[src/rtl/pagerank_pkg.sv]
// ============================================================================
// Module   : pagerank_pkg
// Purpose  : Shared types and helpers for the PageRank graph loader.
// Revision : 1.0 - initial release
// ============================================================================
`default_nettype none

package pagerank_pkg;

  // Node identifiers are plain unsigned 32-bit values.
  typedef logic [31:0] node_id_t;

  // Loader control states.
  typedef enum logic [1:0] {
    LD_IDLE  = 2'd0,
    LD_CLEAR = 2'd1,
    LD_LOAD  = 2'd2,
    LD_DONE  = 2'd3
  } loader_state_e;

  // Location of a node inside the partitioned tables.
  typedef struct packed {
    node_id_t partition;
    node_id_t index;
  } node_addr_t;

  // Split a global node id into (partition, index within partition).
  function automatic node_addr_t decode_addr(input node_id_t src, input node_id_t nodes_in_part);
    node_addr_t a;
    a.partition = src / nodes_in_part;
    a.index     = src % nodes_in_part;
    return a;
  endfunction

endpackage

`default_nettype wire

[src/rtl/pagerank_dup_check.sv]
// ============================================================================
// Module   : pagerank_dup_check
// Purpose  : Combinational check whether a destination id already occupies
//            one of the first count_i slots of an adjacency row.
// Revision : 1.0 - initial release
// ============================================================================
`default_nettype none

module pagerank_dup_check
  import pagerank_pkg::*;
#(
  parameter int MAX_DEGREE = 3
) (
  input  node_id_t row_i [MAX_DEGREE],
  input  node_id_t count_i,
  input  node_id_t dst_i,
  output logic     dup_o
);

  // Only slots below the current degree hold real edges; the rest are zero.
  always_comb begin
    dup_o = 1'b0;
    for (int s = 0; s < MAX_DEGREE; s++) begin
      if ((node_id_t'(s) < count_i) && (row_i[s] == dst_i)) begin
        dup_o = 1'b1;
      end
    end
  end

endmodule

`default_nettype wire

[src/rtl/pagerank_graph_loader.sv]
// ============================================================================
// Module   : pagerank_graph_loader
// Purpose  : Streams an edge list into partitioned adjacency tables for the
//            serial PageRank engine and raises pagerank_enable when done.
//            Optional macro PAGERANK_LOADER_DEDUP_EN drops duplicate edges.
// Revision : 1.0 - initial release
// ============================================================================
`default_nettype none

module pagerank_graph_loader
  import pagerank_pkg::*;
#(
  parameter int NUM_PARTITIONS     = 1,
  parameter int NODES_IN_PARTITION = 4,
  parameter int MAX_DEGREE         = 3
) (
  input  logic        clock,
  input  logic        reset,
  input  logic        load_start,
  input  logic        edge_valid,
  output logic        edge_ready,
  input  logic [31:0] edge_src,
  input  logic [31:0] edge_dst,
  input  logic        edge_last,
  output logic [31:0] source_id  [NUM_PARTITIONS][NODES_IN_PARTITION],
  output logic [31:0] out_degree [NUM_PARTITIONS][NODES_IN_PARTITION],
  output logic [31:0] dest_id    [NUM_PARTITIONS][NODES_IN_PARTITION][MAX_DEGREE],
  output logic        pagerank_enable,
  output logic [31:0] edge_count,
  output logic        range_err,
  output logic        overflow_err
);

  localparam logic [1:0] ST_IDLE  = LD_IDLE;
  localparam logic [1:0] ST_CLEAR = LD_CLEAR;
  localparam logic [1:0] ST_LOAD  = LD_LOAD;
  localparam logic [1:0] ST_DONE  = LD_DONE;

  localparam node_id_t NUM_NODES = node_id_t'(NUM_PARTITIONS * NODES_IN_PARTITION);
  localparam node_id_t DEG_MAX   = node_id_t'(MAX_DEGREE);
  localparam node_id_t NIP       = node_id_t'(NODES_IN_PARTITION);

  logic [1:0] state_q, state_d;
  logic       ready_q;
  logic       enable_q;
  node_id_t   count_q;
  logic       rerr_q;
  logic       oerr_q;
  node_id_t   src_q [NUM_PARTITIONS][NODES_IN_PARTITION];
  node_id_t   deg_q [NUM_PARTITIONS][NODES_IN_PARTITION];
  node_id_t   dst_q [NUM_PARTITIONS][NODES_IN_PARTITION][MAX_DEGREE];

  logic       w_accept;
  logic       w_in_range;
  logic       w_full;
  logic       w_dup;
  logic       w_store;
  node_addr_t w_addr;
  node_id_t   w_k;
  logic       w_hit [NUM_PARTITIONS][NODES_IN_PARTITION];

  // Decode the incoming beat and fetch the current degree of the addressed row.
  always_comb begin
    w_accept   = edge_valid && ready_q;
    w_addr     = decode_addr(edge_src, NIP);
    w_in_range = (edge_src < NUM_NODES) && (edge_dst < NUM_NODES);
    w_k        = '0;
    for (int p = 0; p < NUM_PARTITIONS; p++) begin
      for (int i = 0; i < NODES_IN_PARTITION; i++) begin
        w_hit[p][i] = (w_addr.partition == node_id_t'(p)) && (w_addr.index == node_id_t'(i));
        if (w_hit[p][i]) begin
          w_k = deg_q[p][i];
        end
      end
    end
    w_full = (w_k >= DEG_MAX);
  end

`ifdef PAGERANK_LOADER_DEDUP_EN
  node_id_t w_row [MAX_DEGREE];

  // Select the addressed row so its filled slots can be searched for dst.
  always_comb begin
    for (int s = 0; s < MAX_DEGREE; s++) begin
      w_row[s] = '0;
    end
    for (int p = 0; p < NUM_PARTITIONS; p++) begin
      for (int i = 0; i < NODES_IN_PARTITION; i++) begin
        if (w_hit[p][i]) begin
          w_row = dst_q[p][i];
        end
      end
    end
  end

  pagerank_dup_check #(
    .MAX_DEGREE (MAX_DEGREE)
  ) u_dup_check (
    .row_i   (w_row),
    .count_i (w_k),
    .dst_i   (edge_dst),
    .dup_o   (w_dup)
  );
`else
  assign w_dup = 1'b0;
`endif

  // Range errors win, then silent duplicate drops, then overflow; a duplicate
  // in a full row is treated as a duplicate rather than an overflow.
  assign w_store = w_accept && w_in_range && !w_dup && !w_full;

  // Next-state logic for the load sequencer.
  always_comb begin
    state_d = state_q;
    case (state_q)
      ST_IDLE:  if (load_start) state_d = ST_CLEAR;
      ST_CLEAR: state_d = ST_LOAD;
      ST_LOAD:  if (w_accept && edge_last) state_d = ST_DONE;
      ST_DONE:  if (load_start) state_d = ST_CLEAR;
      default:  state_d = ST_IDLE;
    endcase
  end

  // Control registers: handshake, completion flag, counters and sticky errors.
  always_ff @(posedge clock) begin
    if (reset) begin
      state_q  <= ST_IDLE;
      ready_q  <= 1'b0;
      enable_q <= 1'b0;
      count_q  <= '0;
      rerr_q   <= 1'b0;
      oerr_q   <= 1'b0;
    end else begin
      state_q <= state_d;
      case (state_q)
        ST_IDLE, ST_DONE: begin
          if (load_start) enable_q <= 1'b0;
        end
        ST_CLEAR: begin
          ready_q <= 1'b1;
          count_q <= '0;
          rerr_q  <= 1'b0;
          oerr_q  <= 1'b0;
        end
        ST_LOAD: begin
          if (w_store) count_q <= count_q + 32'd1;
          if (w_accept && !w_in_range) rerr_q <= 1'b1;
          if (w_accept && w_in_range && !w_dup && w_full) oerr_q <= 1'b1;
          if (w_accept && edge_last) begin
            ready_q  <= 1'b0;
            enable_q <= 1'b1;
          end
        end
        default: ;
      endcase
    end
  end

  // Adjacency tables: initialised on reset/CLEAR, appended on each stored edge.
  always_ff @(posedge clock) begin
    for (int p = 0; p < NUM_PARTITIONS; p++) begin
      for (int i = 0; i < NODES_IN_PARTITION; i++) begin
        if (reset || (state_q == ST_CLEAR)) begin
          src_q[p][i] <= node_id_t'(p * NODES_IN_PARTITION + i);
          deg_q[p][i] <= '0;
          for (int s = 0; s < MAX_DEGREE; s++) begin
            dst_q[p][i][s] <= '0;
          end
        end else if ((state_q == ST_LOAD) && w_store && w_hit[p][i]) begin
          deg_q[p][i] <= deg_q[p][i] + 32'd1;
          for (int s = 0; s < MAX_DEGREE; s++) begin
            if (node_id_t'(s) == w_k) dst_q[p][i][s] <= edge_dst;
          end
        end
      end
    end
  end

  assign edge_ready      = ready_q;
  assign pagerank_enable = enable_q;
  assign edge_count      = count_q;
  assign range_err       = rerr_q;
  assign overflow_err    = oerr_q;
  assign source_id       = src_q;
  assign out_degree      = deg_q;
  assign dest_id         = dst_q;

endmodule

`default_nettype wire

[config.mk]
export PLATFORM = sky130hd
export DESIGN_NAME = pagerank_graph_loader
export DESIGN_NICKNAME = d
export VERILOG_FILES = /design/src/rtl/pagerank_pkg.sv /design/src/rtl/pagerank_dup_check.sv /design/src/rtl/pagerank_graph_loader.sv
export SDC_FILE = /design/constraint.sdc
export NUM_CORES = 1
export LEC_CHECK = 0
export CORE_AREA = 2 2 288 290
export CTS_BUF_LIST = sky130_fd_sc_hd__clkbuf_8
export DETAILED_ROUTE_END_ITERATION = 6
export DIE_AREA = 0 0 290 292
export SETUP_SLACK_MARGIN = 0.05
export SLEW_MARGIN = 40
export SYNTH_ARGS = -nofsm -noshare
export SYNTH_HDL_FRONTEND = slang
export SYNTH_SLANG_ARGS = --single-unit
[constraint.sdc]
create_clock -name clock -period 3.59 [get_ports clock]
set_input_delay 1.077 -clock clock [delete_from_list [all_inputs] [get_ports clock]]
set_output_delay 1.077 -clock clock [all_outputs]
set_load 0.02 [all_outputs]
======== After elaboration in Yosys (flattened, before gate mapping) ========
Index checks and enable logic that the tools add are counted.
word-level totals
  register bits after elaboration ......... 550
  bits of input ports ..................... 69
  output and inout bits ................... 676
  logic and storage cells ................. 105
cells by class
  add/sub/neg operators ................... 5
  $lt $le $gt $ge ......................... 3
  equality and inequality tests ........... 13
  multiplexer cells ....................... 18
  reductions and logical operators ........ 44
operators by type and width
  cell                   count
  $add 32x1->32 const B  5
  $mux 32                5
  $logic_not 32->1       3
  $lt 32x3->1 const B    2
  $pmux 32 s2            1
  $reduce_and 2->1       17
  $eq 1x32->1 const A    1
  $eq 2x32->1 const A    1
  $ge 32x2->1 const B    1
  $logic_and 1x1->1      16
  $eq 2x2->1 const B     4
  $ne 2x2->1 const B     4
  $pmux 1 s2             4
  $pmux 2 s3             1
  $mux 1                 5
  $eq 2x1->1 const B     2
  $mux 2                 2
  $reduce_bool 2->1      2
  $reduce_and 3->1       1
  $logic_not 1->1        2
  $logic_not 2->1        1
  $ne 2x1->1 const B     1
  $reduce_or 2->1        1
  $logic_or 1x1->1       1

======== Logic depth before layout (Yosys ltp) ========
Gate-level depths: netlist (run 1).
  word-level depth ........................ 12
  depth in mapped cells ................... 11
  depth with buffers taken out ............ 7

======== Worst setup path before layout (run 1) ========
OpenSTA, ideal clock, no wires.
  path kind ............................... input port to flip-flop
  start point ............................. input port edge_src[0]
  end point ............................... register dst_q, in the netlist dest_id[290]
  library setup time ...................... 0.115 ns
  arrival time ............................ 3.206 ns
  required time ........................... 3.475 ns
  setup slack ............................. 0.269 ns
  stages on the path ...................... 7
  path buffers ............................ 2
  path through ............................ clkbuf_1 -> mux4_2 -> a211oi_2 -> nand4_2 -> or4b_1 -> clkbuf_1 -> and3_1
between the ends
  cells in the longest elaborated chain, start to end .. 12
  elaborated cells on any way between the ends .. 22
  classes of those cells .................. order compare: 2; eq/ne: 4; mux: 4; reduce/logical: 12
RTL lines
  item                                   RTL line                      source
  start, declared                        pagerank_graph_loader.sv:22   input logic [31:0] edge_src,
  $logic_not 32->1                       pagerank_graph_loader.sv:70   w_hit[p][i] = (w_addr.partition == node_id_t'(p)) && (w_addr.index == node_id_t'(i));
  $logic_and 1x1->1                      pagerank_graph_loader.sv:70
  $mux 32 (4 in series)                  pagerank_graph_loader.sv:71   if (w_hit[p][i]) begin
  $ge 32x2->1                            pagerank_graph_loader.sv:76   w_full = (w_k >= DEG_MAX);
  $logic_not 1->1                        pagerank_graph_loader.sv:110  assign w_store = w_accept && w_in_range && !w_dup && !w_full;
  $logic_and 1x1->1                      pagerank_graph_loader.sv:110
  $logic_and 1x1->1 (2 in series)        pagerank_graph_loader.sv:169  end else if ((state_q == ST_LOAD) && w_store && w_hit[p][i]) begin
  $reduce_and 2->1 (no source line) (*)  --
  end signal, assigned by index          pagerank_graph_loader.sv:172  if (node_id_t'(s) == w_k) dst_q[p][i][s] <= edge_dst;
  end, declared                          pagerank_graph_loader.sv:51   node_id_t dst_q [NUM_PARTITIONS][NODES_IN_PARTITION][MAX_DEGREE];
Mark *: on every way between the ends. The rest lies on a longest branch, timed or not.
A chain may end at the register's enable or synchronous reset.

======== Worst setup path after layout (run 1) ========
  start point ............................. input port edge_src[1]
  end point ............................... register dst_q, in the netlist dest_id[321]
Same word-level chain as after synthesis.

==> results_dict.tcl, run 1 <==
set metrics [dict create \
    r2r_start "out_degree[101]" \
    critical_path_peak_fanout 32 \
    cts_hold_buf 0 \
    cts_htree_levels 3 \
    pre_cts_slack_ps -704.3 \
    synth_cell_types 57 \
    cts_tree "done" \
    drc_errors 0 \
    hold_start "dest_id[97]" \
    syn2layout_area_growth_pct 52.56 \
    syn_inst 1691 \
    tns_ps 0 \
    clkTransAtPathRegs_ps 60 \
    p_total_mw 12.84 \
    nets 2473 \
    post-route-cell-area_um2 28050 \
    powerDensity_nw_per_um2 457.7 \
    yosys_register_bits 550 \
    cts.sink_count 550 \
    ir_drop_mv 0.3386 \
    setup_ws_ps 140.2 \
    slew_viol_final 0 \
    drt_iter0_drc 561 \
    hold_slack_ps 456.7 \
    ff_latch_area_um2 11010 \
    grt_pass1_vias 13990 \
    num_vias 14413 \
    synthFlopType "dfxtp_1" \
    core_um2 81580 \
    numPortBuffers 616 \
    yosys.area.top_type "dfxtp_1" \
    cts-resized-gates 1 \
    worstHoldPathCells 2 \
    rows 105 \
    dieArea_um2 84680 \
    grt_max_degree 139 \
    antenna_found_initial 5 \
    firstDrtPassIters 5 \
    viasPerCell 4.073 \
    dpl.cell_count 3373 \
    grt.overflow.total 0 \
    wl_per_cell_um 17.46 \
    synthTopCellsByArea "dfxtp_1, and3_1, and2_1" \
    slew_headroom 0.4263 \
    stdcell_count 3539 \
    ant_nets 0 \
    setup-violations-final 0 \
    crit_chain "clkdlybuf4s50_1 -> or4b_4 -> o41ai_4 -> and4_1 -> nand4_2 -> buf_4 -> nor3_4 -> buf_12 -> mux2i_1" \
    start_util 0.2254 \
    cts_buffers 92 \
    synth_edf_count 0 \
    cp.required_ps 4180 \
    rsz0062_at_grt "no" \
    dpl.hpwl_mm 44.77 \
    hold_viol 0 \
    period_share 0.9610 \
    rr_worst_depth 7 \
    tightest_slew_ps 849.4 \
    worstSetupStartpointType "input port" \
    slowest_stage "clkdlybuf4s50_1" \
    track_usage 0.1397 \
    fillers 8171 \
    critPathMaxStageDelay_ps 490 \
    worstHoldEndpoint "dest_id[97]" \
    clock_path_buffers 3 \
    status "finished, final reports clean" \
    post_cts_buffers 0 \
    drv_cap 0 \
    clockRootBuffer "clkbuf_8" \
    syn_area_per_cell_um2 10.87 \
    hold_class "reg2reg" \
    insertion_delay_ps 670 \
    yosysTopAreaCellShare 0.5988 \
    ios 745 \
    async_reset_ff_frac 0 \
    die_y_um 292 \
    place_area_um2 26100 \
    die_x_um 290 \
    multi_input_area_um2 6491 \
    fin_worst_skew_ps 27.25 \
    leakagePower_nw 11.23 \
    criticalPathCategory "in2reg" \
    cp.arrival_ps 4040 \
    regToRegEndpoint "dest_id[321]" \
    wirelength_mm 61.80 \
    worstSetupEndpointType "flip-flop" \
    fin_crit_ps 3450 \
    routabilityCongestion 0.7761 \
    ys_seq_area_frac 0.5988 \
    max_clock_freq_mhz 289.9 \
    grt_pass1_wl_mm 90.35 \
    drive_above_1_share 0.1130 \
    ff2ff_setup_slack_ps 610 \
    syn_area_um2 18390 \
    fin_util 0.3438 \
    ys_warn_count 0 \
]
## registers in the layout, indices dropped and copies added, names as in the netlist
| signal | cells |
|---|---|
| state_q | 2 |
| pagerank_enable | 1 |
| out_degree | 128 |
| edge_ready | 1 |
| range_err | 1 |
| overflow_err | 1 |
| dest_id | 384 |
| edge_count | 32 |
## cell usage after synthesis, drive strengths merged, types with 4 or more instances
cell and count:
o22ai 4, clkbuf 84, buf 158, a31o 5, and2 179, o311ai 19
nor2 23, or4b 4, nand3 37, o31ai 30, dfxtp 550, or2 5
nor2b 4, and3 191, nor3b 120, nand2 53, nor4 41, nand4 22
inv 8, nand2b 29, and4 10, o41ai 5, nor3 24, a2111oi 5
ha 7, a21oi 16, mux2i 23, a31oi 4, a211oi 4
## worst max path at each step
stage	from	end	slack (ps)	cells past startpoint
floorplan	edge_src[0]	dest_id[290]	270	7
global placement	edge_src[23]	dest_id[320]	-620	11
detailed placement	edge_src[23]	dest_id[320]	-700	11
CTS	edge_src[4]	dest_id[320]	80	10
global route	edge_src[1]	dest_id[321]	60	9
finish	edge_src[1]	dest_id[321]	140	9
## routing by layer
metal	global-route usage	part of all wire	wire length, um	up-vias
met5	0	0.00053	33	-
met4	0.05221	0.030	1838	6
met3	0.06120	0.10	6158	122
met2	0.2139	0.43	26650	606
met1	0.1727	0.44	27120	6633
li1	-	-	-	7046
## worst max-delay path, delay by kind of cell
family          cells  cell delay, ps
simple gates        4            1380
compound gates      1             320
mux                 1             190
buf+inv             3            1030
## final cells by class
type                            count  share of cell area
Sequential cell                   550              0.3925
Timing Repair Buffer              728              0.2592
Multi-Input combinational cell   1017              0.2314
Clock buffer                      115             0.05643
Tap cell                         1070             0.04773
Clock inverter                     50             0.01155
Inverter                            8            0.001071
Antenna cell                        1          0.00008921
## cell families after synthesis
family | synth area share
adder cells (fa/ha/maj) | 0.004763
flip-flops | 0.5988
AND/OR/NAND/NOR | 0.2541
AO/OA/AOI/OAI | 0.04655
other | 0.0004085
buffers and inverters | 0.08037
multiplexers | 0.01497
## cells in the final DEF, fill, tap and decap left out, types with 4 or more instances in the layout
cell type	netlist	routed
inv_1	8	38
clkdlybuf4s50_1	0	616
nand3_1	37	37
nor3_2	9	6
o311ai_1	19	19
o31ai_1	30	30
a31oi_1	4	4
and3_1	191	191
nor4_1	41	36
clkinv_2	0	11
nand4_1	21	21
nor3b_1	120	120
buf_12	0	21
buf_4	128	91
clkbuf_8	0	115
a21oi_1	16	14
and2_1	179	179
conb_1	2	128
o22ai_1	4	4
nor3_1	15	14
ha_1	7	7
nor2_1	23	22
and4_1	10	10
dfxtp_1	550	550
nor3_4	0	4
o41ai_1	4	4
nand2_1	53	53
mux2i_1	23	23
nor4_2	0	4
a31o_1	5	5
nand2b_1	29	29
## power by group
part / internal, mW / switching (mW) / leakage (nW)
logic: 0.260 / 0.736 / 5.70
clock network: 3.12 / 2.59 / 1.10
registers: 6.12 / 0.0160 / 4.43
total: 9.50 / 3.34 / 11.2
(Power assumes the default switching activity.)
==> inputs of run 2 (changes only) <==
--- a/config.mk
+++ b/config.mk
@@ -9,6 +9,8 @@
 export CTS_BUF_LIST = sky130_fd_sc_hd__clkbuf_8
 export DETAILED_ROUTE_END_ITERATION = 6
 export DIE_AREA = 0 0 290 292
+export HOLD_SLACK_MARGIN = 0.05
+export PLACE_DENSITY = 0.44
 export SETUP_SLACK_MARGIN = 0.05
 export SLEW_MARGIN = 40
 export SYNTH_ARGS = -nofsm -noshare
==> constraint.sdc (replaced) <==
create_clock -name clock -period 4 [get_ports clock]
set_input_delay 1.2 -clock clock [delete_from_list [all_inputs] [get_ports clock]]
set_output_delay 1.2 -clock clock [all_outputs]
set_load 0.02 [all_outputs]
==> results_dict.tcl, run 2 (synthesis gave the netlist of run 1 again) <==
set metrics [dict create \
    nets 2461 \
    core_um2 81580 \
    cts_htree_levels 3 \
    cts_hold_buf 0 \
    sw_frac_of_total 0.2551 \
    num_vias 14489 \
    drv_cap 0 \
    track_usage 0.1423 \
    rows 105 \
    cp.required_ps 4540 \
    viasPerCell 4.100 \
    worstSetupEndpointType "flip-flop" \
    cts_buffers 97 \
    slew_viol_final 0 \
    firstDrtPassIters 5 \
    max_clock_freq_mhz 273.7 \
    die_y_um 292 \
    fin_crit_ps 3653 \
    internal_power_mw 8.893 \
    grt_max_degree 125 \
    dpl.hpwl_mm 46.28 \
    routabilityCongestion 0.7841 \
    largest_reg_flops 384 \
    worstSetupStartpointType "input port" \
    cts-resized-gates 0 \
    tightest_slew_ps 854.1 \
    slew_headroom 0.4232 \
    setup-violations-final 0 \
    drc_errors 0 \
    ant_nets 0 \
    dieArea_um2 84680 \
    leakagePower_nw 11.21 \
    post_cts_buffers 0 \
    wl_per_cell_um 17.85 \
    critical_path_peak_fanout 30 \
    clock_path_buffers 3 \
    fin_worst_skew_ps 35.89 \
    powerDensity_nw_per_um2 425.3 \
    cts.sink_count 550 \
    place_area_um2 25920 \
    p_total_mw 11.94 \
    wirelength_mm 63.08 \
    hold_viol 0 \
    hold_class "reg2reg" \
    critPathMaxStageDelay_ps 530 \
    clockRootBuffer "clkbuf_8" \
    drt_iter0_drc 616 \
    antenna_found_initial 3 \
    grt_pass1_wl_mm 92.24 \
    insertion_delay_ps 680 \
    layout_commonest_cell "clkdlybuf4s50_1" \
    drive_above_1_share 0.1133 \
    grt.overflow.total 0 \
    start_util 0.2254 \
    status "finished, final reports clean" \
    period_share 0.9133 \
    slowest_stage "or4b_1" \
    grt_pass1_vias 14117 \
    numPortBuffers 616 \
    syn2layout_area_growth_pct 52.66 \
    crit_top_cell "buf_4" \
    crit_chain "clkdlybuf4s50_1 -> nor4_1 -> nand4_1 -> buf_4 -> nor3_1 -> buf_4 -> nand4_2 -> or4b_1 -> buf_4 -> and3_1" \
    criticalPathCategory "in2reg" \
    cts_tree "done" \
    ios 745 \
    ir_drop_mv 0.2190 \
    clock_power_share 0.467 \
    post-route-cell-area_um2 28070 \
    cp.arrival_ps 4190 \
    combPwrFrac 0.072 \
    die_x_um 290 \
    mostFrequentLayoutCells "clkdlybuf4s50_1, dfxtp_1, and3_1, and2_1, clkbuf_8" \
    power_frac_seq 0.462 \
    rsz0062_at_grt "no" \
    p_sw_mw 3.046 \
    clkTransAtPathRegs_ps 60 \
]
[run 2: cell types whose count changed in the layout (fill, tap and decap cells not counted), sizes merged]
cell / previous run / this run
inv: 42 / 32
clkbuf: 115 / 134
clkinv: 12 / 15
buf: 112 / 95
[run 2: per-layer routing]
layer | share of wire | vias up | GRT usage
li1 | - | 7021 | -
met1 | 0.41 | 6734 | 0.1672
met2 | 0.46 | 611 | 0.2318
met3 | 0.097 | 123 | 0.05739
met4 | 0.029 | 0 | 0.05551
met5 | 0 | - | 0
[run 2: critical path: cells and delay by family]
kind,cells,cell delay [ps]
and+or+nand+nor,6,1930
buffers and inverters,4,1040
[run 2: cell type report]
class / count / area [um2]
antenna: 1 / 2.502
inverter: 8 / 30.03
multi-input combinational: 1017 / 6445
tap: 1070 / 1339
fill: 8201 / 53520
clock buffer: 134 / 1844
clock inverter: 43 / 294.0
sequential: 550 / 11010
timing repair buffer: 711 / 7104
[run 2: final timing paths]
path / start / to / slack, ps / cells after the start
worst max register to register: out_degree[108] / dest_id[313] / 1110 / 7
worst max-delay path: edge_src[31] / dest_id[313] / 350 / 10
worst min register to register: dest_id[19] / dest_id[19] / 460 / 1
worst min-delay path: dest_id[19] / dest_id[19] / 460 / 1
[run 2: stage by stage]
step	instances	utilization	TNS (ps)	hold WS, ps	setup WS, ps
global route	3534	0.3441	0	468.1	185.2
CTS	3533	0.3439	0	460.8	340.9
detailed placement	3356	0.3177	-117110	443.5	-412.7
global placement	3356	0.3177	-103290	441.6	-376.3
finish	3534	0.3441	0	457.0	346.8
floorplan	1817	-	0	486.6	555.7
[run 2: power groups by stage]
stage | Sequential (mW) | Clock, mW | Combinational, mW
finish | 5.51 | 5.57 | 0.856
global placement | 5.63 | 0 | 0.854
CTS | 5.51 | 5.82 | 0.876
detailed placement | 5.63 | 0 | 0.874
global route | 5.51 | 6.06 | 0.953
floorplan | 5.64 | 0 | 0.617
==> inputs of run 3 (changes only) <==
--- a/config.mk
+++ b/config.mk
@@ -16,3 +16,4 @@
 export SYNTH_ARGS = -nofsm -noshare
 export SYNTH_HDL_FRONTEND = slang
 export SYNTH_SLANG_ARGS = --single-unit
+export TNS_END_PERCENT = 100
==> results of run 3 <==
Same layout as run 2: the final DEF is identical, and so are final timing and power.
